**config.mk**
```make
export PLATFORM = sky130hd
export DESIGN_NAME = pipeline_hazard_unit_flat
export DESIGN_NICKNAME = d
export VERILOG_FILES = /design/src/rtl/pipeline_hazard_unit_if.sv /design/src/rtl/pipeline_hazard_unit.sv /design/src/flat_wrapper.sv
export SDC_FILE = /design/constraint.sdc
export NUM_CORES = 1
export LEC_CHECK = 0
export ABC_AREA = 1
export CORE_UTILIZATION = 24
export CTS_CLUSTER_DIAMETER = 120
export DETAILED_ROUTE_END_ITERATION = 8
export GPL_TIMING_DRIVEN = 0
export HOLD_SLACK_MARGIN = 0.15
export PLACE_DENSITY = 0.48
export SLEW_MARGIN = 20
export SYNTH_ARGS = -nofsm -noshare
export SYNTH_HDL_FRONTEND = slang
export SYNTH_SLANG_ARGS = --single-unit
export TNS_END_PERCENT = 30
```
**constraint.sdc**
```tcl
create_clock -name clk -period 1.7 [get_ports clk]
set_input_delay 0.425 -clock clk [delete_from_list [all_inputs] [get_ports clk]]
set_output_delay 0.425 -clock clk [all_outputs]
set_load 0.02 [all_outputs]
```
**src/rtl/pipeline_hazard_unit_if.sv**
```systemverilog
// rtl/pipeline_hazard_unit_if.sv - hazard unit control/status bundle
interface pipeline_hazard_unit_if #(
    parameter int CNT_W = 32
);
    logic [4:0]       D_rs1;
    logic [4:0]       D_rs2;
    logic [4:0]       E_rs1;
    logic [4:0]       E_rs2;
    logic [4:0]       E_rf_a3;
    logic             E_we_rf;
    logic [1:0]       E_sel_result;
    logic             E_pc_src;
    logic             F_stall;
    logic             D_stall;
    logic             D_flush;
    logic             E_flush;
    logic [1:0]       E_fwd_a;
    logic [1:0]       E_fwd_b;
    logic [4:0]       M_rf_a3;
    logic             M_we_rf;
    logic [4:0]       W_rf_a3;
    logic             W_we_rf;
    logic [CNT_W-1:0] stall_cnt;
    logic [CNT_W-1:0] flush_cnt;

    modport master (
        output D_rs1, D_rs2, E_rs1, E_rs2, E_rf_a3, E_we_rf, E_sel_result, E_pc_src,
        input  F_stall, D_stall, D_flush, E_flush, E_fwd_a, E_fwd_b,
        input  M_rf_a3, M_we_rf, W_rf_a3, W_we_rf, stall_cnt, flush_cnt
    );

    modport slave (
        input  D_rs1, D_rs2, E_rs1, E_rs2, E_rf_a3, E_we_rf, E_sel_result, E_pc_src,
        output F_stall, D_stall, D_flush, E_flush, E_fwd_a, E_fwd_b,
        output M_rf_a3, M_we_rf, W_rf_a3, W_we_rf, stall_cnt, flush_cnt
    );
endinterface

```
**src/rtl/pipeline_hazard_unit.sv**
```systemverilog
// rtl/pipeline_hazard_unit.sv - load-use stall, redirect flush and EX operand forwarding
module pipeline_hazard_unit #(
    parameter int         CNT_W    = 32,
    parameter logic [1:0] LOAD_SEL = 2'b01
) (
    input logic                    clk,
    input logic                    rst_n,
    pipeline_hazard_unit_if.slave  hz
);
    logic lu;

    function automatic logic [1:0] fwd_sel(
        input logic [4:0] src,
        input logic [4:0] m_a3,
        input logic       m_we,
        input logic [4:0] w_a3,
        input logic       w_we
    );
        // MEM is checked first so the youngest producer wins
        if (m_we && (m_a3 != 5'd0) && (m_a3 == src))
            return 2'b10;
        else if (w_we && (w_a3 != 5'd0) && (w_a3 == src))
            return 2'b01;
        else
            return 2'b00;
    endfunction

    always_comb begin
        lu = (hz.E_sel_result == LOAD_SEL) && hz.E_we_rf && (hz.E_rf_a3 != 5'd0) &&
             ((hz.E_rf_a3 == hz.D_rs1) || (hz.E_rf_a3 == hz.D_rs2));
    end

    // A redirect discards the dependent ID instruction, so it overrides the stall
    always_comb begin
        hz.F_stall = 1'b0;
        hz.D_stall = 1'b0;
        hz.D_flush = 1'b0;
        hz.E_flush = 1'b0;
        if (hz.E_pc_src) begin
            hz.D_flush = 1'b1;
            hz.E_flush = 1'b1;
        end else if (lu) begin
            hz.F_stall = 1'b1;
            hz.D_stall = 1'b1;
            hz.E_flush = 1'b1;
        end
    end

    always_comb begin
        hz.E_fwd_a = fwd_sel(hz.E_rs1, hz.M_rf_a3, hz.M_we_rf, hz.W_rf_a3, hz.W_we_rf);
        hz.E_fwd_b = fwd_sel(hz.E_rs2, hz.M_rf_a3, hz.M_we_rf, hz.W_rf_a3, hz.W_we_rf);
    end

    always_ff @(posedge clk or negedge rst_n) begin
        if (!rst_n) begin
            hz.M_rf_a3 <= 5'd0;
            hz.M_we_rf <= 1'b0;
            hz.W_rf_a3 <= 5'd0;
            hz.W_we_rf <= 1'b0;
        end else begin
            hz.M_rf_a3 <= hz.E_rf_a3;
            hz.M_we_rf <= hz.E_we_rf;
            hz.W_rf_a3 <= hz.M_rf_a3;
            hz.W_we_rf <= hz.M_we_rf;
        end
    end

    always_ff @(posedge clk or negedge rst_n) begin
        if (!rst_n) begin
            hz.stall_cnt <= '0;
            hz.flush_cnt <= '0;
        end else begin
            if (lu && !hz.E_pc_src && (hz.stall_cnt != {CNT_W{1'b1}}))
                hz.stall_cnt <= hz.stall_cnt + CNT_W'(1);
            if (hz.E_pc_src && (hz.flush_cnt != {CNT_W{1'b1}}))
                hz.flush_cnt <= hz.flush_cnt + CNT_W'(1);
        end
    end
endmodule
```
**src/flat_wrapper.sv**
```systemverilog
// flat-port wrapper written by rule: the top's interface ports become plain ports
module pipeline_hazard_unit_flat 
#(
    parameter int         CNT_W    = 32,
    parameter logic [1:0] LOAD_SEL = 2'b01
)
  (clk, rst_n, hz_D_rs1, hz_D_rs2, hz_E_rs1, hz_E_rs2, hz_E_rf_a3, hz_E_we_rf, hz_E_sel_result, hz_E_pc_src, hz_F_stall, hz_D_stall, hz_D_flush, hz_E_flush, hz_E_fwd_a, hz_E_fwd_b, hz_M_rf_a3, hz_M_we_rf, hz_W_rf_a3, hz_W_we_rf, hz_stall_cnt, hz_flush_cnt);
  pipeline_hazard_unit_if #(.CNT_W(CNT_W)) hz_i ();
  input logic clk;
  input logic rst_n;
  input wire logic [$bits(hz_i.D_rs1)-1:0] hz_D_rs1;
  input wire logic [$bits(hz_i.D_rs2)-1:0] hz_D_rs2;
  input wire logic [$bits(hz_i.E_rs1)-1:0] hz_E_rs1;
  input wire logic [$bits(hz_i.E_rs2)-1:0] hz_E_rs2;
  input wire logic [$bits(hz_i.E_rf_a3)-1:0] hz_E_rf_a3;
  input wire logic [$bits(hz_i.E_we_rf)-1:0] hz_E_we_rf;
  input wire logic [$bits(hz_i.E_sel_result)-1:0] hz_E_sel_result;
  input wire logic [$bits(hz_i.E_pc_src)-1:0] hz_E_pc_src;
  output wire logic [$bits(hz_i.F_stall)-1:0] hz_F_stall;
  output wire logic [$bits(hz_i.D_stall)-1:0] hz_D_stall;
  output wire logic [$bits(hz_i.D_flush)-1:0] hz_D_flush;
  output wire logic [$bits(hz_i.E_flush)-1:0] hz_E_flush;
  output wire logic [$bits(hz_i.E_fwd_a)-1:0] hz_E_fwd_a;
  output wire logic [$bits(hz_i.E_fwd_b)-1:0] hz_E_fwd_b;
  output wire logic [$bits(hz_i.M_rf_a3)-1:0] hz_M_rf_a3;
  output wire logic [$bits(hz_i.M_we_rf)-1:0] hz_M_we_rf;
  output wire logic [$bits(hz_i.W_rf_a3)-1:0] hz_W_rf_a3;
  output wire logic [$bits(hz_i.W_we_rf)-1:0] hz_W_we_rf;
  output wire logic [$bits(hz_i.stall_cnt)-1:0] hz_stall_cnt;
  output wire logic [$bits(hz_i.flush_cnt)-1:0] hz_flush_cnt;
  assign hz_i.D_rs1 = hz_D_rs1;
  assign hz_i.D_rs2 = hz_D_rs2;
  assign hz_i.E_rs1 = hz_E_rs1;
  assign hz_i.E_rs2 = hz_E_rs2;
  assign hz_i.E_rf_a3 = hz_E_rf_a3;
  assign hz_i.E_we_rf = hz_E_we_rf;
  assign hz_i.E_sel_result = hz_E_sel_result;
  assign hz_i.E_pc_src = hz_E_pc_src;
  assign hz_F_stall = hz_i.F_stall;
  assign hz_D_stall = hz_i.D_stall;
  assign hz_D_flush = hz_i.D_flush;
  assign hz_E_flush = hz_i.E_flush;
  assign hz_E_fwd_a = hz_i.E_fwd_a;
  assign hz_E_fwd_b = hz_i.E_fwd_b;
  assign hz_M_rf_a3 = hz_i.M_rf_a3;
  assign hz_M_we_rf = hz_i.M_we_rf;
  assign hz_W_rf_a3 = hz_i.W_rf_a3;
  assign hz_W_we_rf = hz_i.W_we_rf;
  assign hz_stall_cnt = hz_i.stall_cnt;
  assign hz_flush_cnt = hz_i.flush_cnt;
  pipeline_hazard_unit #(.CNT_W(CNT_W), .LOAD_SEL(LOAD_SEL)) u_core (.clk(clk), .rst_n(rst_n), .hz(hz_i));
endmodule
```
==> results of run 1 <==
[sequential cells by signal, indices dropped and copies added (netlist names)]
register and flops:
u_core.hz.M_rf_a3 5, u_core.hz.M_we_rf 1, u_core.hz.W_rf_a3 5, u_core.hz.W_we_rf 1
u_core.hz.flush_cnt 32, u_core.hz.stall_cnt 32
[final cells by class]
type                       count  area share
buffer                        13      0.0203
inverter                      59      0.0318
timing repair inverter         1     0.00118
multi-input combinational    573       0.410
timing repair buffer         153       0.185
tap                          270      0.0454
clock buffer                  13      0.0363
clock inverter                 3     0.00925
sequential                    76       0.260
[through the flow]
stage               instance area, um^2  TNS, ns
finish                             7440    -6.01
global route                       7440   -11.22
CTS                                7040    -6.79
detailed placement                 6500   -35.77
global placement                   6470  -245.36
floorplan                          4990  -0.0100
[layer usage]
metal / track usage / part of all wire / up-vias
met2: 0.271 / 0.50 / 106
met4: 0.0463 / 0.013 / 0
met1: 0.200 / 0.44 / 2332
met5: 0 / 0 / -
li1: - / - / 2569
met3: 0.0302 / 0.043 / 14
[Yosys cell counts, drive strengths merged]
master / instances / area (um^2)
xnor2: 20 / 175
clkinv: 1 / 3.75
nor3: 20 / 126
nand2: 323 / 1220
nand3b: 12 / 90.1
nor2: 97 / 384
o21ai: 21 / 128
and2: 1 / 6.26
buf: 13 / 93.8
dfrtp: 76 / 1900
nand3: 22 / 115
xor2: 36 / 315
nand4: 15 / 93.8
ha: 2 / 25.0
inv: 58 / 220
nor4: 2 / 12.5
a21oi: 1 / 5.00
[timing repair]
action / in CTS / in global routing
hold buffers: 1 / 0
gates cloned: 3 / 6
setup endpoints to repair: 147 / 72
pin swaps: 34 / 27
endpoints found under the hold margin: 23 / 0
buffers inserted: 18 / 12
resized for setup: 260 / 65
[logic make-up (layout without fill, tap and decap cells)]
| group | Yosys count | after routing | synth area share |
|---|---|---|---|
| buffers and inverters | 72 | 242 | 0.0646 |
| xor gates and xnor gates | 56 | 56 | 0.0997 |
| DFF | 76 | 76 | 0.386 |
| AOI/OAI and AO/OA | 22 | 22 | 0.0269 |
| and+or+nand+nor | 492 | 493 | 0.417 |
| adders and majority gates | 2 | 2 | 0.00508 |
[worst paths after layout]
| kind | startpoint | end | slack, ns |
|---|---|---|---|
| worst min-delay path | hz_E_rf_a3[0] | u_core.hz.M_rf_a3[0]$_DFF_PN0_ | 0.20 |
| worst min register to register | u_core.hz.M_rf_a3[4]$_DFF_PN0_ | u_core.hz.W_rf_a3[4]$_DFF_PN0_ | 0.46 |
| worst max-delay path | u_core.hz.M_rf_a3[1]$_DFF_PN0_ | hz_E_fwd_b[1] | -0.30 |
| worst max register to register | u_core.hz.flush_cnt[0]$_DFFE_PN0P_ | u_core.hz.flush_cnt[26]$_DFFE_PN0P_ | -0.22 |
| max in group asynchronous | rst_n | u_core.hz.stall_cnt[20]$_DFFE_PN0P_ | 0.56 |
| min in group asynchronous | rst_n | u_core.hz.flush_cnt[2]$_DFFE_PN0P_ | 0.54 |
[critical path, delay by kind of cell, from the launching register on]
kind            cells  cell delay, ns
simple gates        3            0.48
buf+inv             1            0.21
compound gates      1            0.10
flops               1            0.44
[power groups by stage]
stage,combinational [W],sequential [W],clock [W]
2_1_floorplan,0.000406,0.00223,0
6_report,0.00109,0.00209,0.00221
3_3_place_gp,0.000986,0.00213,0
3_5_place_dp,0.00100,0.00214,0
5_1_grt,0.00119,0.00211,0.00231
4_1_cts,0.000956,0.00210,0.00227
==> results.yml, run 1 <==
setup_path:
  crit_chain: "nor2_1, nand2_1, o21ai_4, nor4_4, buf_4"
  cp.arrival_ns: 1.57
  crit_fanout: 5
  crit_required_ns: 1.27
  crit_type: "reg -> out"
  worstRegToRegCells: 11
  cp-end-kind: "primary output"
  cp-start-kind: "flop"
  slowest_stage: "dfrtp_2"
  critPathMaxStageDelay_ns: 0.44
timing:
  rsz0062_at_grt: "yes"
  finalCriticalPeriod_ns: 2.00
  hold_viol_final: 0
  period_share: 1.18
  setup_viol: 37
  fin_ws_ns: -0.298
  maxSlewViolCount: 0
  tightestPinTransition_ns: 0.371
  hold_ws_ns: 0.204
  slew_headroom: 0.751
  fin_skew_ns: 0.00546
  max_clock_freq_mhz: 501
global_route:
  first_global_vias: 4827
  grt_pass1_wl_um: 26000
  overflow: 0
  antenna_found_initial: 0
  grt_use_total: 0.158
  grt_max_degree: 54
power_and_ir_drop:
  intPower_w: 0.00381
  p_sw_w: 0.00157
  switching_share: 0.292
  p_comb_frac: 0.202
  worst_ir_drop_vdd_uv: 550
  powerDensity_mw_per_mm2: 724
  p_seq_frac: 0.389
  pwr-share-clk: 0.410
  p_total_w: 0.00539
  p_leak_nw: 3.65
place:
  place.gp.congestion: 0.897
  port_buffers: 114
  hpwl_um: 12000
  dp_slack_ns: -1.21
  dp.cells: 1105
cells_and_area:
  antenna_cells: 0
  finish.utilization: 0.369
  mostFrequentLayoutCells: "nand2_1, dlygate4sd2_1, nor2_1, dfrtp_1, inv_1"
  fin_nets: 919
  multi_input_area_mm2: 0.00305
  final_common_cell: "nand2_1"
  fill_cells: 2189
  area_delta_synth_final_pct: 51.2
  drive_above_1_share: 0.246
  seqCellArea_mm2: 0.00193
  fin_cells: 1161
die:
  io-pin-count: 115
  die_x_um: 145
  core.rowCount: 52
  initial_utilization: 0.244
  dieHeight_um: 145
  core_mm2: 0.0202
  die_area_mm2: 0.0211
yosys:
  netlist_instances: 720
  seq_area_frac_synth: 0.386
  yosys_register_bits: 76
  synth_nets: 753
  synth.distinct_cells: 30
  avgSynthCellArea_um2: 6.83
  syn_area_mm2: 0.00492
  yosysWarnings: 0
job:
  maxCapViolations: 0
clock_tree:
  cts_buffers: 9
  clock-sinks: 76
  cts-root-buf: "clkbuf_16"
  clk_pin_slew_ns: 0.06
  tritoncts: "yes"
  clkLatencyLatePin_ns: 0.35
  cts_max_path_buffers: 2
  ctsHtreeMaxLevel: 3
detailed_routing:
  drt_pass1_iterations: 4
  route.detailed.drc: 0
  routed_wl_um: 16400
  drtAntennaViolNets: 0
  via_per_inst: 4.32
  route.vias.total: 5021
  drt_iter0_markers: 233
  wl_per_cell_um: 14.1
hold_path:
  hold_depth: 1
  min_path_type: "in -> reg"
run_status:
  violations: "negative setup slack"
  outcome: "finished with violations"
(Power assumes the default switching activity.)
==> run 2: changes to the inputs <==
--- a/config.mk
+++ b/config.mk
@@ -12,7 +12,6 @@
 export GPL_TIMING_DRIVEN = 0
 export HOLD_SLACK_MARGIN = 0.15
 export PLACE_DENSITY = 0.48
-export SLEW_MARGIN = 20
 export SYNTH_ARGS = -nofsm -noshare
 export SYNTH_HDL_FRONTEND = slang
 export SYNTH_SLANG_ARGS = --single-unit
==> run 2 against run 1 <==
Compared with the run above: critical path depth grew 1; sequential share of layout area shrank 0.15 points; die area did not move; clock skew hardly changed; the run still ends with negative setup slack left; sequential power is essentially flat; first-iteration DRC count fell by 4.3%; largest power group is now registers; final area increased by 0.45%; routed wire length rose by 0.87%.
==> results.yml, run 2 (synthesis gave the netlist of run 1 again) <==
detailed_routing:
  route.detailed.drc: 0
  wl_per_cell_um: 14.2
  drt-met1-wl_um: 7490
  routed_wl_um: 16600
  met3_wirelength_um: 635
  drt_iter0_markers: 223
  via_per_inst: 4.36
  top_layer_used: "met4"
  drtAntennaViolNets: 0
  drt_pass1_iterations: 4
  route.vias.total: 5090
  dr_wl_met2_um: 8130
global_route:
  grt_pass1_wl_um: 26300
  overflow: 0
  antenna_found_initial: 0
  first_global_vias: 4907
  grt_use_total: 0.159
  grt_max_degree: 61
setup_path:
  critPathMaxStageDelay_ns: 0.46
  cp.arrival_ns: 1.56
  crit_required_ns: 1.27
  crit_type: "reg -> out"
  crit_fanout: 5
  worstRegToRegCells: 11
  cp-start-kind: "flop"
  path_buf_inv: 1
  crit_chain: "nor2_1, nand2_1, o21ai_4, nor4_4, nor2_4, buf_6"
  path_depth: 6
  cp-end-kind: "primary output"
  cpLargestDelayFamily: "flip-flops"
  slowest_stage: "dfrtp_2"
clock_tree:
  cts-root-buf: "clkbuf_16"
  clkLatencyLatePin_ns: 0.35
  tritoncts: "yes"
  clock-sinks: 76
  ctsHtreeMaxLevel: 3
  cts_max_path_buffers: 2
  clk_pin_slew_ns: 0.06
  cts_buffers: 9
die:
  initial_utilization: 0.244
  core.rowCount: 52
  io-pin-count: 115
  die_x_um: 145
  die_area_mm2: 0.0211
  core_mm2: 0.0202
  dieHeight_um: 145
cells_and_area:
  final_common_cell: "nand2_1"
  antenna_cells: 0
  area_delta_synth_final_pct: 51.9
  fin_cells: 1167
  mostFrequentLayoutCells: "nand2_1, dlygate4sd2_1, nor2_1, dfrtp_1, buf_4"
  drive_above_1_share: 0.262
  finish.utilization: 0.371
  stdcell_area_mm2: 0.00747
  reg_top3: "u_core.hz.flush_cnt: 32 flops, u_core.hz.stall_cnt: 32 flops"
  fin_nets: 925
power_and_ir_drop:
  p_comb_frac: 0.221
  p_seq_frac: 0.417
  powerDensity_mw_per_mm2: 672
  switching_share: 0.323
  p_sw_w: 0.00162
  p_leak_nw: 3.69
  intPower_w: 0.00340
  pwr-share-clk: 0.362
  worst_ir_drop_vdd_uv: 497
timing:
  fin_ws_ns: -0.289
  hold_ws_ns: 0.198
  fin_skew_ns: 0.00546
  rsz0062_at_grt: "yes"
  max_clock_freq_mhz: 503
  slew_headroom: 0.731
  maxSlewViolCount: 0
  fin_setup_tns_ns: -6.15
  finalCriticalPeriod_ns: 1.99
  period_share: 1.17
  setup_viol: 37
  tightestPinTransition_ns: 0.400
  hold_viol_final: 0
run_status:
  outcome: "finished with violations"
  violations: "negative setup slack"
place:
  dp.cells: 1105
  placed_area_mm2: 0.00650
  port_buffers: 114
  place.gp.congestion: 0.897
  hpwl_um: 12100
hold_path:
  hold_depth: 1
  min_path_type: "in -> reg"
job:
  maxCapViolations: 0
run 2: changes by cell type in the layout (fill, tap and decap cells not counted), sizes merged:
cell	previous run	this run
bufinv	2	0
clkinv	3	6
buf	71	77
clkbuf	18	15
clkinvlp	0	1
inv	58	59
run 2: per-layer routing:
| metal | up-vias | global-route usage |
|---|---|---|
| met1 | 2376 | 0.203 |
| li1 | 2588 | - |
| met2 | 106 | 0.269 |
| met3 | 20 | 0.0333 |
| met5 | - | 0 |
| met4 | 0 | 0.0453 |
run 2: power groups by stage:
stage | logic, W | registers (W) | clock network [W]
after global routing | 0.00121 | 0.00211 | 0.00192
final | 0.00111 | 0.00210 | 0.00182
after detailed placement | 0.00101 | 0.00214 | 0
after floorplan | 0.000406 | 0.00223 | 0
after CTS | 0.000968 | 0.00210 | 0.00188
after global placement | 0.000986 | 0.00213 | 0
run 2: cell type report:
cell class,count,area [um^2]
tap,270,338
buffer,13,151
inverter,59,236
sequential,76,1930
clock buffer,10,229
clock inverter,6,40.0
timing repair inverter,1,8.76
fill,2185,12700
multi-input combinational,573,3110
timing repair buffer,159,1430
run 2: per-stage QoR:
stage	total power (W)	setup slack [ns]
finish	0.00502	-0.289
global route	0.00525	-0.376
CTS	0.00494	-0.311
detailed placement	0.00314	-1.21
global placement	0.00312	-3.06
floorplan	0.00264	-0.0100
run 2: final timing paths:
| kind | from | end | slack [ns] |
|---|---|---|---|
| max reg2reg | u_core.hz.flush_cnt[0]$_DFFE_PN0P_ | u_core.hz.flush_cnt[12]$_DFFE_PN0P_ | -0.22 |
| min reg2reg | u_core.hz.M_we_rf$_DFF_PN0_ | u_core.hz.W_we_rf$_DFF_PN0_ | 0.47 |
| min | hz_E_rf_a3[0] | u_core.hz.M_rf_a3[0]$_DFF_PN0_ | 0.20 |
| max in group asynchronous | rst_n | u_core.hz.stall_cnt[0]$_DFFE_PN0P_ | 0.59 |
| min in group asynchronous | rst_n | u_core.hz.flush_cnt[1]$_DFFE_PN0P_ | 0.49 |
| max | u_core.hz.M_rf_a3[3]$_DFF_PN0_ | hz_E_fwd_b[0] | -0.29 |
run 2: what timing repair did:
| action | CTS | global route |
|---|---|---|
| hold buffers | 1 | 0 |
| gates cloned | 3 | 6 |
| setup endpoints to repair | 147 | 71 |
| gates resized for setup | 269 | 71 |
| setup buffers | 23 | 13 |
| hold endpoints to repair | 16 | 0 |
| pin swaps | 38 | 25 |
==> run 3: changes to the inputs <==
--- a/config.mk
+++ b/config.mk
@@ -6,12 +6,14 @@
 export NUM_CORES = 1
 export LEC_CHECK = 0
 export ABC_AREA = 1
+export CELL_PAD_IN_SITES_DETAIL_PLACEMENT = 0
+export CELL_PAD_IN_SITES_GLOBAL_PLACEMENT = 2
 export CORE_UTILIZATION = 24
 export CTS_CLUSTER_DIAMETER = 120
 export DETAILED_ROUTE_END_ITERATION = 8
 export GPL_TIMING_DRIVEN = 0
 export HOLD_SLACK_MARGIN = 0.15
-export PLACE_DENSITY = 0.48
+export PLACE_DENSITY = 0.77
 export SYNTH_ARGS = -nofsm -noshare
 export SYNTH_HDL_FRONTEND = slang
 export SYNTH_SLANG_ARGS = --single-unit
==> constraint.sdc (replaced) <==
create_clock -name clk -period 1.7 [get_ports clk]
set_input_delay 0.255 -clock clk [delete_from_list [all_inputs] [get_ports clk]]
set_output_delay 0.255 -clock clk [all_outputs]
set_load 0.02 [all_outputs]
==> run 3 against run 2 <==
Compared with the run above: the run still ends with negative setup slack left; combinational power is 5% higher; via count is 1.8% lower; global-route usage is 0.37 points higher; final area is 2.8% higher; die area stayed put; routed wire length is 2.1% higher; hold slack better by 0.045 ns; largest power group unchanged; highest routed layer unchanged.
==> results.yml, run 3 (synthesis gave the netlist of run 1 again) <==
run_status:
  outcome: "finished with violations"
  violations: "negative setup slack"
setup_path:
  crit_required_ns: 1.44
  crit_fanout: 4
  worstRegToRegCells: 10
  cp.arrival_ns: 1.54
  r2r-start: "u_core.hz.flush_cnt[2]$_DFFE_PN0P_"
  cp-end-kind: "primary output"
  cp-start-kind: "flop"
  reg2reg_setup_slack_ns: -0.06
  timing.critical_path.from: "u_core.hz.M_rf_a3[2]$_DFF_PN0_"
  crit_type: "reg -> out"
  reg2reg_to: "u_core.hz.flush_cnt[12]$_DFFE_PN0P_"
timing:
  fin_ws_ns: -0.0949
  finalCriticalPeriod_ns: 1.79
  tightestPinTransition_ns: 0.347
  max_clock_freq_mhz: 557
  hold_viol_final: 0
  slew_headroom: 0.767
  setup_viol: 33
  maxSlewViolCount: 0
  period_share: 1.06
  fin_skew_ns: 0.0145
  rsz0062_at_grt: "yes"
cells_and_area:
  antenna_cells: 0
  final_common_cell: "nand2_1"
  area_delta_synth_final_pct: 56.2
  finish.utilization: 0.381
  drive_above_1_share: 0.255
  reg_top3: "u_core.hz.flush_cnt: 32 flops, u_core.hz.stall_cnt: 32 flops"
  stdcell_area_mm2: 0.00769
  mostFrequentLayoutCells: "nand2_1, nor2_1, dfrtp_1, inv_1, buf_4"
  fin_nets: 926
hold_path:
  hold_depth: 1
  min_path_type: "in -> reg"
  hold_start: "hz_E_rf_a3[1]"
  holdPathEnd: "u_core.hz.M_rf_a3[1]$_DFF_PN0_"
place:
  placed_area_mm2: 0.00647
  port_buffers: 114
  place.gp.congestion: 0.771
  dp_slack_ns: -0.879
  hpwl_um: 12300
detailed_routing:
  drt_iter0_markers: 155
  routed_wl_um: 16900
  via_per_inst: 4.28
  route.vias.total: 4997
  drtAntennaViolNets: 0
  wl_per_cell_um: 14.5
  route.detailed.drc: 0
  drt_pass1_iterations: 4
global_route:
  grt_max_degree: 64
  overflow: 0
  grt_use_total: 0.163
  antenna_found_initial: 0
  first_global_vias: 4894
  grt_pass1_wl_um: 26800
clock_tree:
  ctsHtreeMaxLevel: 3
  cts_max_path_buffers: 2
  clk_pin_slew_ns: 0.06
  tritoncts: "yes"
  cts_buffers: 9
  clkLatencyLatePin_ns: 0.34
  cts-root-buf: "clkbuf_16"
  clock-sinks: 76
power_and_ir_drop:
  powerDensity_mw_per_mm2: 663
  p_leak_nw: 3.85
  worst_ir_drop_vdd_uv: 556
die:
  io-pin-count: 115
  initial_utilization: 0.244
  die_x_um: 145
  core_mm2: 0.0202
  die_area_mm2: 0.0211
  core.rowCount: 52
  dieHeight_um: 145
job:
  maxCapViolations: 0
[run 3: cell types whose count changed in the layout (fill, tap and decap cells not counted), moves of 3 or more]
cell / before / now
dlygate4sd2_1: 85 / 36
nor3_1: 10 / 7
clkdlybuf4s50_1: 0 / 42
buf_6: 17 / 12
nand2_1: 277 / 280
buf_2: 8 / 0
dfrtp_1: 52 / 47
o21ai_1: 9 / 12
dfrtp_2: 24 / 29
nor2_4: 6 / 9
buf_4: 46 / 43
dlymetal6s2s_1: 0 / 22
nand2_4: 11 / 5
dlygate4sd3_1: 1 / 4
[run 3: metal layers]
layer,up-vias,track usage,share of wire
li1,2586,-,-
met5,-,0,0
met3,8,0.0384,0.043
met4,0,0.0347,0.0064
met2,85,0.267,0.47
met1,2318,0.216,0.48
[run 3: cell type report]
cell class | instances | area [um^2]
Buffer | 13 | 171
Clock buffer | 12 | 246
Clock inverter | 4 | 26.3
Fill cell | 2165 | 12500
Inverter | 59 | 233
Multi-Input combinational cell | 572 | 3130
Sequential cell | 76 | 1940
Tap cell | 270 | 338
Timing Repair Buffer | 162 | 1610
[run 3: worst max-delay path by stage]
stage	to	slack, ns	cells after the start
finish	hz_E_fwd_a[0]	-0.09	5
global route	hz_E_fwd_a[0]	-0.19	5
CTS	u_core.hz.flush_cnt[31]$_DFFE_PN0P_	-0.15	11
detailed placement	hz_F_stall	-0.88	11
global placement	u_core.hz.stall_cnt[1]$_DFFE_PN0P_	-3.04	1
floorplan	u_core.hz.stall_cnt[30]$_DFFE_PN0P_	-0.02	10
[run 3: power breakdown]
group          switching (W)  internal [W]
Clock               0.000814       0.00103
Combinational       0.000623      0.000532
Sequential          0.000161       0.00193
Total                0.00160       0.00349
[run 3: timing repair]
action                                  4_1_cts  5_1_grt
resized for setup                           155      117
cloned                                        3        4
endpoints found under the setup margin       99       99
pin swaps                                    23       25
buffers inserted                             23       13
hold buffers                                  1        3
endpoints found under the hold margin        76        3
[run 3: metrics by stage]
step	cells	total power, W	setup TNS, ns	hold slack (ns)
2_1_floorplan	720	0.00264	-0.0199	-0.0406
3_3_place_gp	1104	0.00312	-236.44	0.434
3_5_place_dp	1105	0.00313	-29.43	0.135
4_1_cts	1148	0.00508	-5.60	0.246
5_1_grt	1168	0.00537	-6.66	0.241
6_report	1168	0.00509	-1.06	0.243
[run 3: critical path: stages (launching register included)]
cell     delay [ns]
dfrtp_2        0.45
xnor2_1        0.23
nand3_2        0.12
nor4_4         0.17
nor2_1         0.07
buf_4          0.16
